File: src/rtl/apuf_pkg.sv
// rtl/apuf_pkg.sv - shared state encoding and default parameters for the APUF response collector
package apuf_pkg;

    localparam int NRESP_DEF    = 32;
    localparam int TRIG_CYC_DEF = 4;
    localparam int TIMEOUT_DEF  = 1023;

    localparam logic [1:0] ST_IDLE_ENC = 2'd0;
    localparam logic [1:0] ST_TRIG_ENC = 2'd1;
    localparam logic [1:0] ST_WAIT_ENC = 2'd2;
    localparam logic [1:0] ST_DONE_ENC = 2'd3;

    typedef enum logic [1:0] {
        ST_IDLE = ST_IDLE_ENC,
        ST_TRIG = ST_TRIG_ENC,
        ST_WAIT = ST_WAIT_ENC,
        ST_DONE = ST_DONE_ENC
    } apuf_state_t;

endpackage

File: src/rtl/apuf_eval_timer.sv
// rtl/apuf_eval_timer.sv - shared counter timing the trigger pulse width and the response timeout
module apuf_eval_timer
    import apuf_pkg::*;
#(
    parameter int TRIG_CYC = TRIG_CYC_DEF,
    parameter int TIMEOUT  = TIMEOUT_DEF
) (
    input  logic clk,
    input  logic rst,
    input  logic load,
    input  logic mode,
    output logic trig_done,
    output logic timeout
);

    localparam int LIMIT = (TIMEOUT > TRIG_CYC) ? TIMEOUT : TRIG_CYC;
    localparam int CW    = $clog2(LIMIT + 1);

    logic [CW-1:0] count;

    // Saturates instead of wrapping so a stalled state can never re-fire its terminal count.
    always_ff @(posedge clk) begin
        if (rst || load) begin
            count <= '0;
        end else if (count != CW'(LIMIT)) begin
            count <= count + CW'(1);
        end
    end

    assign trig_done = !mode && (count == CW'(TRIG_CYC - 1));
    assign timeout   = mode && (count == CW'(TIMEOUT - 1));

endmodule

File: src/rtl/apuf_resp_collector.sv
// rtl/apuf_resp_collector.sv - runs NRESP trigger/capture evaluations and presents the packed word
// Optional majority voting over three evaluations per bit: APUF_MAJORITY_VOTE_EN.
module apuf_resp_collector
    import apuf_pkg::*;
#(
    parameter int NRESP    = NRESP_DEF,
    parameter int TRIG_CYC = TRIG_CYC_DEF,
    parameter int TIMEOUT  = TIMEOUT_DEF
) (
    input  logic             clk,
    input  logic             rst,
    input  logic             start,
    output logic             tig_signal,
    input  logic             resp_ready,
    input  logic             resp_bit,
    output logic             busy,
    output logic             frame_valid,
    output logic [NRESP-1:0] resp_word,
    input  logic             resp_ack,
    output logic             timeout_err
);

    localparam int BW = $clog2(NRESP);

    apuf_state_t   state;
    apuf_state_t   state_next;
    logic [BW-1:0] bit_cnt;
    logic          trig_done;
    logic          timeout;
    logic          eval_done;
    logic          eval_bit;
    logic          last_eval;
    logic          stored_bit;

    apuf_eval_timer #(
        .TRIG_CYC (TRIG_CYC),
        .TIMEOUT  (TIMEOUT)
    ) u_timer (
        .clk       (clk),
        .rst       (rst),
        .load      (state_next != state),
        .mode      (state == ST_WAIT),
        .trig_done (trig_done),
        .timeout   (timeout)
    );

    // A real response beats a timeout landing in the same cycle; a timed-out evaluation reads as 0.
    assign eval_done = (state == ST_WAIT) && (resp_ready || timeout);
    assign eval_bit  = resp_ready & resp_bit;

`ifdef APUF_MAJORITY_VOTE_EN
    logic [1:0] vote_cnt;
    logic [1:0] ones;
    logic [1:0] vote_sum;

    assign vote_sum   = ones + 2'(eval_bit);
    assign last_eval  = (vote_cnt == 2'd2);
    assign stored_bit = vote_sum[1];

    always_ff @(posedge clk) begin
        if (rst || state == ST_IDLE) begin
            vote_cnt <= '0;
            ones     <= '0;
        end else if (eval_done) begin
            vote_cnt <= last_eval ? 2'd0 : vote_cnt + 2'd1;
            ones     <= last_eval ? 2'd0 : vote_sum;
        end
    end
`else
    assign last_eval  = 1'b1;
    assign stored_bit = eval_bit;
`endif

    always_ff @(posedge clk) begin
        if (rst) begin
            state <= ST_IDLE;
        end else begin
            state <= state_next;
        end
    end

    always_comb begin
        state_next = state;
        case (state)
            ST_IDLE: if (start) state_next = ST_TRIG;
            ST_TRIG: if (trig_done) state_next = ST_WAIT;
            ST_WAIT: begin
                if (eval_done) begin
                    if (last_eval && bit_cnt == BW'(NRESP - 1)) begin
                        state_next = ST_DONE;
                    end else begin
                        state_next = ST_TRIG;
                    end
                end
            end
            ST_DONE: if (resp_ack) state_next = ST_IDLE;
            default: state_next = ST_IDLE;
        endcase
    end

    // Outputs are registered from the next state so they change on the same edge as the state.
    always_ff @(posedge clk) begin
        if (rst) begin
            tig_signal  <= 1'b0;
            busy        <= 1'b0;
            frame_valid <= 1'b0;
            resp_word   <= '0;
            timeout_err <= 1'b0;
            bit_cnt     <= '0;
        end else begin
            tig_signal  <= (state_next == ST_TRIG);
            busy        <= (state_next != ST_IDLE);
            frame_valid <= (state_next == ST_DONE);
            if (state == ST_IDLE && start) begin
                resp_word   <= '0;
                timeout_err <= 1'b0;
                bit_cnt     <= '0;
            end else if (eval_done) begin
                if (timeout && !resp_ready) begin
                    timeout_err <= 1'b1;
                end
                if (last_eval) begin
                    resp_word[bit_cnt] <= stored_bit;
                    if (bit_cnt != BW'(NRESP - 1)) begin
                        bit_cnt <= bit_cnt + BW'(1);
                    end
                end
            end
        end
    end

endmodule

File: config.mk
export PLATFORM = sky130hd
export DESIGN_NAME = apuf_resp_collector
export DESIGN_NICKNAME = d
export VERILOG_FILES = /design/src/rtl/apuf_pkg.sv /design/src/rtl/apuf_eval_timer.sv /design/src/rtl/apuf_resp_collector.sv
export SDC_FILE = /design/constraint.sdc
export NUM_CORES = 1
export LEC_CHECK = 0
export ABC_CLOCK_PERIOD_IN_PS = 2500
export BUFFER_PORTS_ARGS = -buffer_cell sky130_fd_sc_hd__buf_2
export CORE_MARGIN = 2
export CORE_UTILIZATION = 40
export CTS_BUF_LIST = sky130_fd_sc_hd__clkbuf_16
export DETAILED_ROUTE_END_ITERATION = 7
export PLACE_DENSITY_LB_ADDON = 0.1
export SLEW_MARGIN = 20
export SYNTH_ARGS = -nofsm -noshare
export SYNTH_HDL_FRONTEND = slang
export SYNTH_SLANG_ARGS = --single-unit
File: constraint.sdc
create_clock -name clk -period 2.5 [get_ports clk]
set_clock_uncertainty 0.2 [all_clocks]
set_input_delay 0.25 -clock clk [delete_from_list [all_inputs] [get_ports clk]]
set_output_delay 0.25 -clock clk [all_outputs]
set_load 0.03 [all_outputs]
==> key figures <==
Route
  • Drt first-iter violations: 56
  • DRT Wirelength: 5600 µm
  • Drt pass-1 iters: 4
  • Antenna Nets Post-Route: 0
  • Remaining DRCs: 0
  • Vias: 2,126
  • Avg WL per Cell: 14.2 µm
  • Via density: ~5.4

Min path
  • Worst hold path depth: 2
  • Hold Path Origin: rst
  • Hold WC Path Type: input pin to flip-flop
  • Hold endpoint: state[1]$_SDFF_PP0_

Layout
  • ANT cells: 0
  • Fraction of layout cells with a size suffix above 1: around 18%
  • Post-route cell area: 2920 µm²
  • Area delta synth->final: 14.7%
  • # nets final: 330
  • Fin cells: 395
  • Final design utilization: between 40% and 50%

Clock network
  • Post-CTS sizing: 0
  • # H-tree levels: 2
  • # hold bufs at CTS: 0
  • Clock slew at reported path FFs: 0.07 ns
  • Clk sinks: 53
  • CTS tree: yes
  • Num CTS Buffers: 5
  • CTS Root Cell: clkbuf_16
  • Clk Latency, worst-skew pair: between 0.2 and 0.3 ns
  • Clk buf depth: 2
  • Post CTS Setup Buffer Count: 0

Setup path
  • Reg2reg end: u_timer.count[7]$_SDFFE_PP0P_
  • Setup crit end kind: flip-flop
  • R2R Setup Slk: ~0.23 ns
  • Worst R2R Path Depth: 5
  • Required @ worst endpoint: approximately 2.5 ns
  • Reg2Reg Launch Point: u_timer.count[1]$_SDFFE_PP0P_
  • CP max FO: 10
  • Path type of the worst setup path: flip-flop to flip-flop
  • Crit path DAT: 2.23 ns
  • Setup crit start kind: flip-flop

Floorplan
  • I/O pin count: 42
  • Rows: 29
  • Die W: around 84 µm
  • Die Y: 83.8 µm
  • Die Footprint: around 7000 µm²
  • Initial Util: between 40% and 50%
  • Core area: between 6000 and 7000 µm²

Power and ir drop
  • Clock Power Share: between 40% and 50%
  • Pwr/cell area: 580 nW/µm²
  • Comb power frac: 4.2%
  • Internal power: 1.34 mW
  • Peak VDD IR: 254 µV
  • Sw Pwr: 0.352 mW
  • Power, Total: 1.69 mW
  • Reg power frac: about half
  • Pleak: 1.35 nW
  • Net Sw Frac: 20.8%

Logic synthesis
  • Async SR Flop Fraction: 0%
  • Unique masters post-synth: 38
  • Cell Area, Synth: approximately 2500 µm²
  • FF+latch count, synth: 53
  • Post-synth top area cell: dfxtp_1
  • Net Count, Synth: 301
  • Register area share after synthesis: 41.7%
  • Avg Cell Area, Syn: 8.84 µm²
  • Post-synth EDFFs: 0
  • Main synth FF type: dfxtp_1
  • Largest cells by area after synthesis: dfxtp_1 (42%), mux2i_1 (14%), nand3_1 (7.5%)
  • Count leader, synth: dfxtp_1
  • Most instantiated cells after synthesis: dfxtp_1 (53), nand2_1 (42), nand3_1 (38), mux2i_1 (35), nor2_1 (14)
  • Synth top area share: 41.7%
  • Post-Syn Instances: 288
  • Synth Warn #: 0

Timing
  • Slew Viols, Final: 0
  • Worst Tran Pin Value: 0.533 ns
  • Final hold vios: 0
  • Slew margin rel.: 64.4%
  • Final setup viols: 0
  • Hold WS: approximately 0.011 ns
  • Tcrit/Tclk final: 90.6%
  • Fmax: 441 MHz
  • Setup TNS: 0 ns
  • Tmin final: between 2 and 2.5 ns
  • Final worst slack: roughly 0.23 ns
  • Unrepaired setup endpoints after global routing: no

Global routing
  • Vias in the first global route: 1,976
  • Total grt overflow: 0
  • Global Route met3 Usage: 3.46%
  • Initial antenna violation count: 0
  • Largest net degree at the start of global routing: 34
  • Busiest grt layer: met2
  • GR met2 Demand/Resource: 25.0%
  • First-pass GRT wire length: about 9400 µm
  • GRT Util Overall: 16.4%
  • M1 GR Usage: 22.6%

Place
  • Port bufs: 41
  • Placed cell areas: 2760 µm²
  • Placed insts: 387
  • Final Wtd Congestion: 0.824
  • Pre-CTS setup slack: around 0.28 ns
  • Post-DP HPWL: 3750 µm

Run
  • Max-cap viol count: 0

Outcome
  • Status: finished, final reports clean
sequential cells by signal (all words and copies together), names as in the netlist:
signal         count
bit_cnt            5
state              2
timeout_err        1
tig_signal         1
u_timer.count     10
frame_valid        1
busy               1
resp_word         32
layout by cell type, fill, tap and decap left out, types with 3 or more instances in the layout:
cell type  count
dfxtp_1       53
a311oi_1       3
nand3_1       38
mux2i_1       35
buf_4          4
xnor2_1        3
nand2_1       42
nor2_1        13
inv_1         10
nor3_1         5
a21oi_1        9
ha_1           7
a31oi_1        6
clkbuf_16      5
buf_2         41
and3b_1        6
nor3b_1        5
worst max-delay path by stage:
stage	startpoint	to	slack [ns]
6_report	u_timer.count[1]$_SDFFE_PP0P_	u_timer.count[7]$_SDFFE_PP0P_	0.23
5_1_grt	u_timer.count[1]$_SDFFE_PP0P_	u_timer.count[0]$_SDFFE_PP0P_	0.03
4_1_cts	u_timer.count[1]$_SDFFE_PP0P_	u_timer.count[7]$_SDFFE_PP0P_	0.26
3_5_place_dp	u_timer.count[1]$_SDFFE_PP0P_	u_timer.count[7]$_SDFFE_PP0P_	0.28
3_3_place_gp	u_timer.count[1]$_SDFFE_PP0P_	u_timer.count[3]$_SDFFE_PP0P_	0.33
2_1_floorplan	u_timer.count[0]$_SDFFE_PP0P_	u_timer.count[3]$_SDFFE_PP0P_	0.54
power by group through the flow:
stage | Clock [mW] | Combinational [mW] | Sequential (mW)
2_1_floorplan | 0 | 0.0510 | 0.880
3_3_place_gp | 0 | 0.0732 | 0.878
3_5_place_dp | 0 | 0.0725 | 0.878
4_1_cts | 0.791 | 0.0726 | 0.858
5_1_grt | 0.819 | 0.0791 | 0.859
6_report | 0.763 | 0.0712 | 0.858
critical path, stage by stage, from the launching register on:
cell and delay (ns):
dfxtp_1 0.39, ha_1 0.34, nor4b_1 0.47, a32o_1 0.25, a211o_1 0.39, nor2_1 0.09
metal layers:
metal	part of all wire, %	wire (µm)
met2	44	2470
met1	50	2810
met3	3.9	217
met5	0	0
met4	1.9	108
cell type report:
type / instances / area, µm²
fillers: 649 / 3320
multi-input cells: 203 / 1330
flip-flops and latches: 53 / 1060
repair buffers: 45 / 235
clock buffers: 5 / 125
well taps: 77 / 96.3
clock inverters: 3 / 37.5
inverters: 9 / 33.8
kinds of logic (layout without fill, tap and decap cells):
kind of cell	count (synthesis)	in the layout	synth area share, %
and+or+nand+nor	127	127	25.1
xor gates and xnor gates	3	3	1.03
DFF	53	53	41.7
buffers and inverters	32	62	6.19
AOI/OAI and AO/OA	31	31	8.80
adders and majority gates	7	7	3.44
muxes	35	35	13.8
No activity file was read; power rests on OpenSTA's default activity.
